$ cat config.mk
export PLATFORM = sky130hd
export DESIGN_NAME = start_sw_capture_flat
export DESIGN_NICKNAME = d
export VERILOG_FILES = /design/src/rtl/start_sw_capture_if.sv /design/src/rtl/start_sw_capture.sv /design/src/flat_wrapper.sv
export SDC_FILE = /design/constraint.sdc
export NUM_CORES = 1
export LEC_CHECK = 0
export ABC_AREA = 1
export BUFFER_PORTS_ARGS = -buffer_cell sky130_fd_sc_hd__buf_2
export CORE_MARGIN = 10
export CORE_UTILIZATION = 35
export CTS_CLUSTER_DIAMETER = 60
export DETAILED_ROUTE_END_ITERATION = 6
export MAX_ROUTING_LAYER = met4
export PLACE_DENSITY = 0.63
export SLEW_MARGIN = 20
export SYNTH_ARGS = -nofsm -noshare
export SYNTH_HDL_FRONTEND = slang
export SYNTH_SLANG_ARGS = --single-unit
$ cat constraint.sdc
create_clock -name clk -period 3.12 [get_ports clk]
set_input_delay 0.624 -clock clk [delete_from_list [all_inputs] [get_ports clk]]
set_output_delay 0.624 -clock clk [all_outputs]
set_load 0.01 [all_outputs]
$ cat src/rtl/start_sw_capture_if.sv
// Board-side bundle for the start/switch capture block: raw pins and busy in,
// press strobes and the latched switch word out.
`timescale 1ns/1ps
interface start_sw_capture_if #(
    parameter int SW_W = 7
);
    logic            start;
    logic [SW_W-1:0] sw;
    logic            busy;
    logic            go;
    logic            rej;
    logic [SW_W-1:0] sw_q;
    logic [2:0]      ones;
    logic [7:0]      press_cnt;
    logic            sw_chg;

    modport master (
        output start, sw, busy,
        input  go, rej, sw_q, ones, press_cnt, sw_chg
    );

    modport slave (
        input  start, sw, busy,
        output go, rej, sw_q, ones, press_cnt, sw_chg
    );
endinterface

$ cat src/rtl/start_sw_capture.sv
// Synchronizes and debounces the start key, emits go/rej once per qualified
// press, and latches the switch word with its population count on go.
`timescale 1ns/1ps
module start_sw_capture #(
    parameter int SW_W      = 7,
    parameter int DB_CYCLES = 8,
    parameter int CNT_W     = 4
) (
    input  logic                  clk,
    input  logic                  rst,
    start_sw_capture_if.slave     bus
);
    typedef enum logic [1:0] {
        IDLE = 2'd0,
        ARM  = 2'd1,
        HELD = 2'd2,
        REL  = 2'd3
    } state_t;

    localparam logic [CNT_W-1:0] CNT_LAST = CNT_W'(DB_CYCLES - 1);
    localparam logic [CNT_W-1:0] CNT_ONE  = CNT_W'(1);
    localparam logic [CNT_W-1:0] CNT_ZERO = CNT_W'(0);

    function automatic logic [2:0] popcnt(input logic [SW_W-1:0] v);
        logic [2:0] n;
        n = 3'd0;
        for (int i = 0; i < SW_W; i++) begin
            n = n + {2'b00, v[i]};
        end
        return n;
    endfunction

    logic [1:0]      start_sync_q, start_sync_d;
    logic [SW_W-1:0] sw_sync1_q, sw_sync1_d;
    logic [SW_W-1:0] sw_sync2_q, sw_sync2_d;
    state_t          state_q, state_d;
    logic [CNT_W-1:0] cnt_q, cnt_d;
    logic            go_q, go_d;
    logic            rej_q, rej_d;
    logic [SW_W-1:0] sw_lat_q, sw_lat_d;
    logic [2:0]      ones_q, ones_d;
    logic [7:0]      press_cnt_q, press_cnt_d;
    logic            sw_chg_q, sw_chg_d;

    logic            start_s;
    logic [SW_W-1:0] sw_s;
    logic            qual_s;

    assign start_s = start_sync_q[1];
    assign sw_s    = sw_sync2_q;

    // Next-state, debounce counter and capture logic
    always_comb begin
        start_sync_d = {start_sync_q[0], bus.start};
        sw_sync1_d   = bus.sw;
        sw_sync2_d   = sw_sync1_q;
        state_d      = state_q;
        cnt_d        = cnt_q;
        qual_s       = 1'b0;

        case (state_q)
            IDLE: begin
                if (start_s) begin
                    state_d = ARM;
                    cnt_d   = CNT_ONE;
                end else begin
                    cnt_d   = CNT_ZERO;
                end
            end
            ARM: begin
                if (!start_s) begin
                    state_d = IDLE;
                    cnt_d   = CNT_ZERO;
                end else if (cnt_q == CNT_LAST) begin
                    state_d = HELD;
                    cnt_d   = CNT_ZERO;
                    qual_s  = 1'b1;
                end else begin
                    cnt_d   = cnt_q + CNT_ONE;
                end
            end
            HELD: begin
                if (!start_s) begin
                    state_d = REL;
                    cnt_d   = CNT_ONE;
                end else begin
                    cnt_d   = CNT_ZERO;
                end
            end
            REL: begin
                // A high sample here is release bounce, not a new press
                if (start_s) begin
                    state_d = HELD;
                    cnt_d   = CNT_ZERO;
                end else if (cnt_q == CNT_LAST) begin
                    state_d = IDLE;
                    cnt_d   = CNT_ZERO;
                end else begin
                    cnt_d   = cnt_q + CNT_ONE;
                end
            end
            default: begin
                state_d = IDLE;
                cnt_d   = CNT_ZERO;
            end
        endcase

        go_d  = qual_s & ~bus.busy;
        rej_d = qual_s &  bus.busy;

        if (go_d) begin
            sw_lat_d    = sw_s;
            ones_d      = popcnt(sw_s);
            press_cnt_d = press_cnt_q + 8'd1;
        end else begin
            sw_lat_d    = sw_lat_q;
            ones_d      = ones_q;
            press_cnt_d = press_cnt_q;
        end

        sw_chg_d = (sw_s != sw_lat_q);
    end

    // State and output registers
    always_ff @(posedge clk or negedge rst) begin
        if (!rst) begin
            start_sync_q <= 2'b00;
            sw_sync1_q   <= '0;
            sw_sync2_q   <= '0;
            state_q      <= IDLE;
            cnt_q        <= CNT_ZERO;
            go_q         <= 1'b0;
            rej_q        <= 1'b0;
            sw_lat_q     <= '0;
            ones_q       <= 3'd0;
            press_cnt_q  <= 8'd0;
            sw_chg_q     <= 1'b0;
        end else begin
            start_sync_q <= start_sync_d;
            sw_sync1_q   <= sw_sync1_d;
            sw_sync2_q   <= sw_sync2_d;
            state_q      <= state_d;
            cnt_q        <= cnt_d;
            go_q         <= go_d;
            rej_q        <= rej_d;
            sw_lat_q     <= sw_lat_d;
            ones_q       <= ones_d;
            press_cnt_q  <= press_cnt_d;
            sw_chg_q     <= sw_chg_d;
        end
    end

    assign bus.go        = go_q;
    assign bus.rej       = rej_q;
    assign bus.sw_q      = sw_lat_q;
    assign bus.ones      = ones_q;
    assign bus.press_cnt = press_cnt_q;
    assign bus.sw_chg    = sw_chg_q;
endmodule

$ cat src/flat_wrapper.sv
// flat-port wrapper written by rule: the top's interface ports become plain ports
module start_sw_capture_flat 
#(
    parameter int SW_W      = 7,
    parameter int DB_CYCLES = 8,
    parameter int CNT_W     = 4
)
  (clk, rst, bus_start, bus_sw, bus_busy, bus_go, bus_rej, bus_sw_q, bus_ones, bus_press_cnt, bus_sw_chg);
  start_sw_capture_if #(.SW_W(SW_W)) bus_i ();
  input  logic clk;
  input  logic rst;
  input wire logic [$bits(bus_i.start)-1:0] bus_start;
  input wire logic [$bits(bus_i.sw)-1:0] bus_sw;
  input wire logic [$bits(bus_i.busy)-1:0] bus_busy;
  output wire logic [$bits(bus_i.go)-1:0] bus_go;
  output wire logic [$bits(bus_i.rej)-1:0] bus_rej;
  output wire logic [$bits(bus_i.sw_q)-1:0] bus_sw_q;
  output wire logic [$bits(bus_i.ones)-1:0] bus_ones;
  output wire logic [$bits(bus_i.press_cnt)-1:0] bus_press_cnt;
  output wire logic [$bits(bus_i.sw_chg)-1:0] bus_sw_chg;
  assign bus_i.start = bus_start;
  assign bus_i.sw = bus_sw;
  assign bus_i.busy = bus_busy;
  assign bus_go = bus_i.go;
  assign bus_rej = bus_i.rej;
  assign bus_sw_q = bus_i.sw_q;
  assign bus_ones = bus_i.ones;
  assign bus_press_cnt = bus_i.press_cnt;
  assign bus_sw_chg = bus_i.sw_chg;
  start_sw_capture #(.SW_W(SW_W), .DB_CYCLES(DB_CYCLES), .CNT_W(CNT_W)) u_core (.clk(clk), .rst(rst), .bus(bus_i));
endmodule
Word-level counts from Yosys, hierarchy flattened

Index checks and enable logic that the tools add are counted.

Bits in registers: 43
Bits of input ports: 11
Word-level logic and storage cells: 49

$add $sub $neg: 8
Equal/unequal tests: 9
Multiplexer cells: 16
Bitwise operators: 3
Reduce and logical (&&, ||, !) cells: 2

Operators with widths:

| operator                                              | count |
|---|---|
| one-hot mux 4 bit (4 select lines)                    | 1 |
| adder 3 x 1 -> 3 bit                                  | 5 |
| two-way mux 2 bit                                     | 6 |
| two-way mux 4 bit                                     | 3 |
| adder 8 x 1 -> 8 bit, second input constant           | 1 |
| one-hot mux 2 bit (4 select lines)                    | 1 |
| inequality test 7 bit                                 | 1 |
| two-way mux 1 bit                                     | 5 |
| adder 4 x 1 -> 4 bit, second input constant           | 1 |
| equality test 2 bit, second input constant            | 2 |
| equality test 4 x 3 -> 1 bit, second input constant   | 1 |
| AND reduction 4 bit                                   | 1 |
| inequality test 3 x 1 -> 1 bit, second input constant | 1 |
| inequality test 3 bit, second input constant          | 1 |
| adder 1 x 1 -> 2 bit                                  | 1 |
| bitwise AND 1 bit                                     | 2 |
| equality test 2 x 1 -> 1 bit, second input constant   | 1 |
| logical NOT 2 bit                                     | 1 |
| inequality test 2 x 1 -> 1 bit, second input constant | 1 |
| inequality test 2 bit, second input constant          | 1 |
| NOT 1 bit                                             | 1 |

Longest topological paths before layout

Gate-level depths: netlist (run 1).

Depth in word-level cells: 6
Mapped depth: 9

Least setup slack after synthesis (run 1)

Ideal clock, no wire load.

Kind: reg-to-reg
From: reg u_core.sw_sync2_q[0], in the netlist u_core.sw_s[0]
To: reg u_core.ones_q[2], in the netlist u_core.bus.ones[2]
Setup time: 122 ps
Data arrival time: 2,575 ps
Data required time: 2,998 ps
Slack: 423 ps
Stages on the path, launching flop included: 10
Period minus slack after synthesis: 2,697 ps
Cells stage by stage: dfrtp_1 > ha_1 > inv_1 > fa_1 > fa_1 > inv_1 > ha_1 > fa_1 > xnor2_1 > o21ai_2

Longest elaborated chain between the ends: 6

Ends and longest elaborated chain:

| what                              | line                    | text |
|---|---|---|
| start: declaration                | start_sw_capture.sv:35  | `logic [SW_W-1:0] sw_sync2_q, sw_sync2_d;` |
| start signal: assignment          | start_sw_capture.sv:141 | `sw_sync2_q <= sw_sync2_d;` |
| adder 1 x 1 -> 2 bit              | start_sw_capture.sv:28  | `n = n + {2'b00, v[i]};` |
| adder 3 x 1 -> 3 bit (5 in a row) | start_sw_capture.sv:28  |  |
| end signal: assignment            | start_sw_capture.sv:147 | `ones_q <= ones_d;` |
| end: declaration                  | start_sw_capture.sv:41  | `logic [2:0] ones_q, ones_d;` |

No other way between the ends.
A chain may end at the register's enable or synchronous reset.

Final worst setup path (run 1)

Ends and elaborated chain as after synthesis.

==> results of run 1 <==
## cells by family after synthesis
| family | count (synthesis) |
|---|---|
| DFF | 43 |
| xor gates and xnor gates | 12 |
| buffers and inverters | 22 |
| adders and majority gates | 8 |
| AOI/OAI and AO/OA | 10 |
| and+or+nand+nor | 86 |
## cells in the mapped netlist
| cell | n | area share, % |
|---|---|---|
| nand4_1 | 1 | 0.34 |
| buf_4 | 1 | 0.41 |
| inv_1 | 17 | 3.5 |
| xnor2_1 | 8 | 3.8 |
| nand2_1 | 65 | 13 |
| nor3b_1 | 1 | 0.41 |
| o21ai_0 | 3 | 0.81 |
| nand3_1 | 6 | 1.6 |
| nand3_4 | 1 | 0.95 |
| xor2_1 | 4 | 1.9 |
| a21oi_1 | 1 | 0.27 |
| nor2_2 | 1 | 0.34 |
| nor2_4 | 1 | 0.61 |
| ha_1 | 5 | 3.4 |
| nor2_1 | 9 | 1.8 |
| fa_1 | 3 | 3.3 |
| dfrtp_1 | 43 | 58 |
| buf_6 | 2 | 1.2 |
| buf_2 | 1 | 0.27 |
| clkinv_4 | 1 | 0.47 |
| nor3_1 | 1 | 0.27 |
| o21ai_2 | 6 | 2.8 |
## where the power goes
part           switching, uW  internal, uW  leakage (uW)  total [uW]
clock                    178           153     0.0000477         331
combinational           38.5          26.3      0.000537        64.9
sequential              8.56           571      0.000538         579
## flip-flops by register name, summed over array words and instances (netlist names), named ones only
| register | flops |
|---|---|
| u_core.bus.sw_q | 7 |
| u_core.bus.ones | 3 |
| u_core.sw_s | 7 |
| u_core.bus.press_cnt | 8 |
| u_core.state_q | 1 |
| u_core.bus.rej | 1 |
| u_core.start_sync_q | 2 |
| u_core.cnt_q | 4 |
| u_core.bus.go | 1 |
| u_core.sw_sync1_q | 7 |
| u_core.bus.sw_chg | 1 |
## worst max-delay path, delay by kind of cell (launching register included)
family | cells | cell delay [ns]
DFF | 1 | 0.41
buffers and inverters | 2 | 0.09
adders and majority gates | 5 | 1.90
AOI/OAI and AO/OA | 1 | 0.08
xor gates and xnor gates | 1 | 0.20
## layer usage
| metal | wire length [um] | GRT usage (%) |
|---|---|---|
| met5 | 0 | - |
| met4 | 74 | 4.63 |
| met3 | 213 | 3.15 |
| met2 | 1470 | 14.3 |
| met1 | 1500 | 9.40 |
## through the flow
step	utilization [%]	setup WS [ns]
finish	41.8	0.327
global route	41.8	0.201
CTS	41.8	0.309
detailed placement	40.2	0.318
global placement	40.2	0.382
floorplan	-	0.423
## area by class of cell
cell class / instances / area, sq um
repair buffers: 31 / 155
well taps: 70 / 87.6
flip-flops and latches: 43 / 1080
clock buffers: 5 / 68.8
multi-input cells: 116 / 662
fillers: 518 / 2970
clock inverters: 3 / 15.0
inverters: 18 / 72.6
## how the worst max path moves through the flow
stage,start,to,slack [ns]
global route,u_core.sw_s[0]$_DFF_PN0_,u_core.bus.ones[2]$_DFFE_PN0P_,0.20
detailed placement,u_core.sw_s[0]$_DFF_PN0_,u_core.bus.ones[2]$_DFFE_PN0P_,0.32
floorplan,u_core.sw_s[0]$_DFF_PN0_,u_core.bus.ones[2]$_DFFE_PN0P_,0.42
finish,u_core.sw_s[0]$_DFF_PN0_,u_core.bus.ones[2]$_DFFE_PN0P_,0.33
global placement,u_core.sw_s[0]$_DFF_PN0_,u_core.bus.ones[2]$_DFFE_PN0P_,0.38
CTS,u_core.sw_s[0]$_DFF_PN0_,u_core.bus.ones[2]$_DFFE_PN0P_,0.31
==> flow_summary.yaml, run 1 <==
floorplan:
  die_h_um: 92.6
  rows: 26
  start_util_pct: 36.1
  boundaryPins: 32
  dieArea_sq_mm: 0.00858
  dieWidth_um: 92.6
  core_sq_mm: 0.00511
sta:
  setup_viol: 0
  holdWs_ns: 0.351
  period_share_pct: 89.5
  setup_tns_ns: 0
  skew_ns: 0.00704
  hold_violations: 0
  worstMarginPinSlew_ns: 0.918
  rsz0062_at_grt: "no"
  clock.fmax_mhz: 358
  drv_slew: 0
  slew_headroom_pct: 38.8
  post-route-min-period_ns: 2.79
global_routing:
  grt_max_degree: 44
  grt_overflow: 0
  grt.total_usage_pct: 8.86
  grt_pass1_vias: 1343
  grt_pass1_wl_um: 6000
  antenna_found_initial: 0
synth:
  synth_seq_area_share_pct: 58.3
  synth-seq-cells: 43
  syn_nets: 200
  synth_top_family_by_area: "simple AND/OR/NAND/NOR gates"
  yosys.area_share.simple_pct: 19.6
  synth_fa_ha_area_share_pct: 6.64
  syn_avg_cell_area_sq_um: 10.2
  synth_mux_area_share_pct: 0
  synth_compound_area_share_pct: 3.93
  syn-cell-area_sq_mm: 0.00185
  synthCells: 181
  synthDistinctLibCells: 22
  yosysWarnings: 0
  synth_xor_area_share_pct: 5.69
final_layout:
  layout_common_cells: "nand2_1 (65), dfrtp_1 (43), buf_2 (31)"
  antennaDiodeCount: 0
  area_growth_pct: 15.8
  fin_cells: 286
  mostFrequentLayoutCell: "nand2_1"
  finish.instance_area_sq_mm: 0.00214
  layout.nets: 234
  drive_above_1_share_pct: 22.7
worst_setup_path:
  crit_top_cell: "fa_1"
  r2r_start: "u_core.sw_s[0]$_DFF_PN0_"
  critPathRequiredTime_ns: 3.30
  path_class: "register to register"
  cp_slowest_cell: "fa_1"
  critPathArrivalTime_ns: 2.97
  reg2reg_to: "u_core.bus.ones[2]$_DFFE_PN0P_"
  cpPeakStageDelay_ns: 0.55
  crit_path_end_kind: "register"
  ff2ff_setup_slack_ns: 0.33
  startpoint_type: "register"
  r2r_cells: 9
  path_cells: "ha_1, inv_1, fa_1, fa_1, inv_1, ha_1, fa_1, xnor2_1, o21ai_2"
  critPathMaxFanout: 3
routing:
  routed_wl_um: 3260
  drt_iter0_markers: 59
  viasPerCell: 4.31
  drc: 0
  drt.antenna.violating_nets: 0
  drtPass1Iterations: 4
  num_vias: 1232
  wire_per_inst_um: 11.4
worst_hold_path:
  min_path_cells: 0
  hp-class: "register to register"
  whs_endpoint: "u_core.sw_s[6]$_DFF_PN0_"
  hold_start: "u_core.sw_sync1_q[6]$_DFF_PN0_"
cts:
  cts-root-buf: "clkbuf_8"
  h-tree-depth: 2
  clock_latency_ns: 0.29
  cts.path.max_buffers: 2
  cts_made_buffers: 5
  cts_resized: 0
  clock_sinks: 43
  hold_buffers: 0
  post_cts_buffers: 0
  clkSlewWorstSetupHoldPaths_ns: 0.08
  cts_tree: "done"
run_status:
  status: "complete, no violations"
placement:
  dp_hpwl_um: 2370
  globalplace.congestion: 0.756
  portBuffers: 31
  place_inst: 278
  dpl_cell_area_sq_mm: 0.00205
job:
  cap_violations: 0
power_and_ir_drop:
  leakage_uw: 0.00112
  p_per_area_mw_per_mm2: 456
  vdd_drop_max_v: 0.000218
  power_uw: 975
No activity file was read; power rests on OpenSTA's default activity.
==> inputs of run 2 (changes only) <==
PLACE_DENSITY = 0.65   (was 0.63)
clock period = 2.2 ns   (was 3.12 ns; I/O delays follow)
==> run 2 against run 1 <==
Effect of this change:
- the flow now finishes with violations (negative setup slack)
- count of clock-buffer cells in the layout rose by 1
- routed wire length rose by 1.2%
- combinational power rose by 88%
- setup slack got worse by 0.65 ns
- critical path type unchanged
- critical endpoint is now u_core.bus.ones[1]$_DFFE_PN0P_
- largest cell class unchanged
- largest power group unchanged
==> flow_summary.yaml, run 2 (synthesized netlist as in run 1, its figures left out) <==
power_and_ir_drop:
  seqPwrFrac_pct: 57.6
  leakage_uw: 0.00116
  power_uw: 1420
  p_per_area_mw_per_mm2: 640
  power.switching_uw: 335
  vdd_drop_max_v: 0.000318
  comb_power_share_pct: 8.5
  internal-power_uw: 1090
  p_sw_share_pct: 23.5
  clock_power_share_pct: 33.8
global_routing:
  grt_pass1_wl_um: 6290
  grt_max_degree: 44
  grt_pass1_vias: 1383
  grt.total_usage_pct: 9.41
  antenna_found_initial: 0
  grt_overflow: 0
floorplan:
  boundaryPins: 32
  start_util_pct: 36.1
  die_h_um: 92.6
  rows: 26
  core_sq_mm: 0.00511
  dieWidth_um: 92.6
  dieArea_sq_mm: 0.00858
routing:
  wire_per_inst_um: 11.2
  drtPass1Iterations: 4
  viasPerCell: 4.22
  num_vias: 1242
  drt_iter0_markers: 65
  drt.antenna.violating_nets: 0
  routed_wl_um: 3300
  drc: 0
run_status:
  violations: "negative setup slack"
  status: "finished, violations left"
placement:
  place_inst: 285
  dp_hpwl_um: 2390
  portBuffers: 31
  globalplace.congestion: 0.769
final_layout:
  antennaDiodeCount: 0
  area_growth_pct: 20.6
  layout.nets: 242
  num-fill-cells: 523
  mostFrequentLayoutCell: "nand2_1"
  fin_util_pct: 43.6
  largest_register_ffs: 8
  fin_cells: 294
  layout_common_cells: "nand2_1 (63), dfrtp_1 (43), buf_2 (31)"
  drive_above_1_share_pct: 28.1
sta:
  clock.fmax_mhz: 396
  post-route-min-period_ns: 2.52
  skew_ns: 0.00432
  period_share_pct: 115
  slew_headroom_pct: 64.4
  rsz0062_at_grt: "yes"
  fin_ws_ns: -0.322
  drv_slew: 0
  worstMarginPinSlew_ns: 0.534
  setup_tns_ns: -0.639
  setup_viol: 2
  hold_violations: 0
worst_setup_path:
  cp_slowest_cell: "fa_2"
  crit_path_end_kind: "register"
  critPathRequiredTime_ns: 2.43
  cpPeakStageDelay_ns: 0.52
  path_cells: "ha_1, inv_2, fa_1, fa_1, inv_2, ha_4, fa_2, nand2_2, nand2_2"
  crit_buf_inv: 2
  path_class: "register to register"
  critPathArrivalTime_ns: 2.76
  startpoint_type: "register"
  cp_top_family: "adder cells"
  critPathMaxFanout: 2
cts:
  cts_tree: "done"
  clkSlewWorstSetupHoldPaths_ns: 0.08
  clock_latency_ns: 0.29
  cts-root-buf: "clkbuf_8"
  clock_sinks: 43
  h-tree-depth: 2
  cts_made_buffers: 5
  cts.path.max_buffers: 2
worst_hold_path:
  hp-class: "input pin to async pin"
job:
  cap_violations: 0
==> run 2: changes by cell type in the layout (fill, tap and decap cells not counted), sizes merged <==
cell,delta
buf,+8
clkinv,-2
clkbuf,+1
clkinvlp,+1
==> run 2: metal layers <==
layer  vias to the layer above  track usage (%)  routed length (um)
met1                       563             10.9                1570
met5                         -                -                   0
li1                        642                -                   -
met4                         0             5.14                  79
met2                        27             14.1                1450
met3                        10             3.15                 202
==> run 2: power groups by stage <==
stage | logic [uW] | clock network, uW | registers (uW)
finish | 122 | 482 | 821
floorplan | 65.4 | 0 | 835
global route | 146 | 538 | 824
CTS | 112 | 498 | 820
global placement | 111 | 0 | 835
detailed placement | 111 | 0 | 836
==> run 2: path summary, 6_finish.rpt <==
| check | from | end | slack, ns | cells after the start |
|---|---|---|---|---|
| min | rst | u_core.sw_sync1_q[4]$_DFF_PN0_ | 0.21 | 2 |
| min in group clk | bus_start | u_core.start_sync_q[0]$_DFF_PN0_ | 0.25 | 1 |
| max reg2reg | u_core.sw_s[0]$_DFF_PN0_ | u_core.bus.ones[1]$_DFFE_PN0P_ | -0.32 | 9 |
| max in group asynchronous | rst | u_core.bus.ones[2]$_DFFE_PN0P_ | 1.62 | 2 |
| max | u_core.sw_s[0]$_DFF_PN0_ | u_core.bus.ones[1]$_DFFE_PN0P_ | -0.32 | 9 |
| min reg2reg | u_core.sw_sync1_q[3]$_DFF_PN0_ | u_core.sw_s[3]$_DFF_PN0_ | 0.35 | 0 |
==> run 2: what timing repair did <==
item | in CTS | in global routing
pin swaps | 2 | 3
hold buffers | 0 | 0
setup endpoints to repair | 2 | 3
setup buffers | 0 | 1
resized for setup | 0 | 5
==> run 2: area by class of cell <==
type	count	area, sq um	area share, %
tap	70	87.6	3.93
clock buffer	6	72.6	3.26
sequential	43	1080	48.3
inverter	18	72.6	3.26
timing repair buffer	39	215	9.67
clock inverter	2	12.5	0.562
multi-input combinational	116	689	31.0
==> run 2: worst reg2reg max path: cells and delay by family, from the launching register on <==
| family | cells | cell delay, ns |
|---|---|---|
| adder cells (fa/ha/maj) | 5 | 1.91 |
| flip-flops | 1 | 0.39 |
| AND/OR/NAND/NOR | 2 | 0.09 |
| buffers and inverters | 2 | 0.08 |
==> run 2: stage by stage <==
| step | setup WS (ns) | hold WS [ns] | cell area [sq um] |
|---|---|---|---|
| CTS | -0.319 | 0.224 | 2200 |
| global route | -0.430 | 0.234 | 2230 |
| finish | -0.322 | 0.206 | 2230 |
| floorplan | -0.337 | 0.144 | 1860 |
| detailed placement | -0.363 | 0.335 | 2120 |
| global placement | -0.355 | 0.333 | 2120 |
==> inputs of run 3 (changes only) <==
HOLD_SLACK_MARGIN = 0.08   (was default)
PLACE_DENSITY = 0.56   (was 0.65)
==> run 3 against run 2 <==
Effect of this change:
- critical path depth unchanged
- routed wire length up 1.5%
- largest power group unchanged
- highest routed layer unchanged
- cell count up 0.34%
- flip-flop and latch count unchanged
- critical path type unchanged
- the run still ends with negative setup slack left
==> flow_summary.yaml, run 3 (synthesized netlist as in run 1, its figures left out) <==
routing:
  drc: 0
  drt.antenna.violating_nets: 0
  drt_iter0_markers: 46
  drtPass1Iterations: 4
  num_vias: 1243
  wire_per_inst_um: 11.3
  routed_wl_um: 3350
  viasPerCell: 4.21
final_layout:
  layout_common_cells: "nand2_1 (64), dfrtp_1 (43), buf_2 (31)"
  drive_above_1_share_pct: 26.7
  layout.nets: 243
  area_growth_pct: 20.8
  largest_register_ffs: 8
  num-fill-cells: 510
  register_area_sq_mm: 0.00108
  antennaDiodeCount: 0
  finish.instance_area_sq_mm: 0.00223
  fin_cells: 295
  multi_input_area_sq_um: 687
  mostFrequentLayoutCell: "nand2_1"
  fin_util_pct: 43.7
cts:
  cts.path.max_buffers: 2
  clock_sinks: 43
  cts_tree: "done"
  clkSlewWorstSetupHoldPaths_ns: 0.08
  h-tree-depth: 2
  cts-root-buf: "clkbuf_8"
  clock_latency_ns: 0.29
  cts_made_buffers: 5
power_and_ir_drop:
  vdd_drop_max_v: 0.000261
  leakage_uw: 0.00116
  p_per_area_mw_per_mm2: 633
worst_setup_path:
  critPathMaxFanout: 2
  cp_slowest_cell: "fa_2"
  startpoint_type: "register"
  path_class: "register to register"
  cp_top_family: "adder cells"
  critPathRequiredTime_ns: 2.44
  critPathCapture: "u_core.bus.ones[1]$_DFFE_PN0P_"
  path_cells: "ha_1, inv_1, fa_1, fa_1, inv_2, ha_4, fa_2, nand2_1, nand2_1"
  path_depth: 9
  ff2ff_setup_slack_ns: -0.31
  crit_buf_inv: 2
  r2r_cells: 9
  crit_path_end_kind: "register"
  critPathArrivalTime_ns: 2.75
  reg2reg_to: "u_core.bus.ones[1]$_DFFE_PN0P_"
  cpPeakStageDelay_ns: 0.51
  worstSetupStartpoint: "u_core.sw_s[1]$_DFF_PN0_"
  r2r_start: "u_core.sw_s[1]$_DFF_PN0_"
global_routing:
  grt_pass1_wl_um: 5980
  grt_pass1_vias: 1281
  grt_max_degree: 24
  grt.total_usage_pct: 9.12
  grt_overflow: 0
  antenna_found_initial: 0
sta:
  worstMarginPinSlew_ns: 0.350
  clock.fmax_mhz: 398
  skew_ns: 0.00548
  rsz0062_at_grt: "yes"
  setup_viol: 2
  post-route-min-period_ns: 2.51
  hold_violations: 0
  slew_headroom_pct: 76.7
  fin_ws_ns: -0.310
  period_share_pct: 114
  drv_slew: 0
floorplan:
  dieWidth_um: 92.6
  core_sq_mm: 0.00511
  boundaryPins: 32
  start_util_pct: 36.1
  dieArea_sq_mm: 0.00858
  die_h_um: 92.6
  rows: 26
placement:
  dpl_cell_area_sq_mm: 0.00213
  place_inst: 286
  globalplace.congestion: 0.742
  dp_hpwl_um: 2450
  portBuffers: 31
job:
  cap_violations: 0
run_status:
  violations: "negative setup slack"
  status: "finished, violations left"
worst_hold_path:
  hold_start: "bus_sw[5]"
  min_path_cells: 1
  hp-class: "input pin to register"
run 3: cell count changes in the layout (fill, tap and decap cells not counted):
cell / previous run / this run
inv_1: 15 / 16
clkinvlp_4: 1 / 0
nand2_2: 2 / 1
clkbuf_1: 1 / 2
dlygate4sd3_1: 0 / 1
inv_2: 2 / 1
nand2_1: 63 / 64
run 3: how the worst min path moves through the flow:
stage	endpoint	slack, ns
after floorplan	async pin	0.14
after global placement	u_core.sw_s[6]$_DFF_PN0_	0.33
after detailed placement	u_core.start_sync_q[1]$_DFF_PN0_	0.33
after CTS	u_core.sw_sync1_q[5]$_DFF_PN0_	0.23
after global routing	u_core.start_sync_q[0]$_DFF_PN0_	0.23
final	u_core.sw_sync1_q[5]$_DFF_PN0_	0.25
run 3: worst reg2reg max path, delay by kind of cell, from the launching register on:
| kind | cells | cell delay (ns) |
|---|---|---|
| buffers and inverters | 2 | 0.12 |
| and+or+nand+nor | 2 | 0.09 |
| DFF | 1 | 0.39 |
| adders and majority gates | 5 | 1.87 |
run 3: layer usage:
metal	vias up	part of all wire [%]	global-route usage, %
met4	0	2.7	5.01
li1	641	-	-
met5	-	0	-
met3	7	5.4	3.39
met1	564	47	11.2
met2	31	45	12.6
run 3: layout make-up:
| type | count | area share (%) |
|---|---|---|
| Clock inverter | 1 | 0.224 |
| Multi-Input combinational cell | 116 | 30.8 |
| Timing Repair Buffer | 40 | 10.1 |
| Inverter | 18 | 3.25 |
| Tap cell | 70 | 3.93 |
| Sequential cell | 43 | 48.3 |
| Clock buffer | 7 | 3.42 |
run 3: timing repair:
item                                    in CTS  in global routing
gates resized for setup                      0                  3
setup buffers                                0                  0
hold endpoints to repair                    12                  0
endpoints found under the setup margin       2                  3
hold buffers                                 1                  0
pin swaps                                    2                  1
gates cloned                                 0                  0
run 3: through the flow:
stage          TNS (ns)  setup slack [ns]  hold WS [ns]  power [uW]
3_3_place_gp     -0.664            -0.356         0.333         951
4_1_cts          -0.667            -0.335         0.234        1430
5_1_grt          -0.807            -0.406         0.228        1500
3_5_place_dp     -0.725            -0.381         0.335         952
6_report         -0.618            -0.310         0.247        1410
2_1_floorplan    -0.637            -0.337         0.144         901
run 3: power by group:
part           internal, uW  leakage [uW]  switching, uW  total, uW
logic                  59.1      0.000583           63.5        123
registers               810      0.000538           11.9        821
clock network           223     0.0000422            246        468
total                  1090       0.00116            321       1410
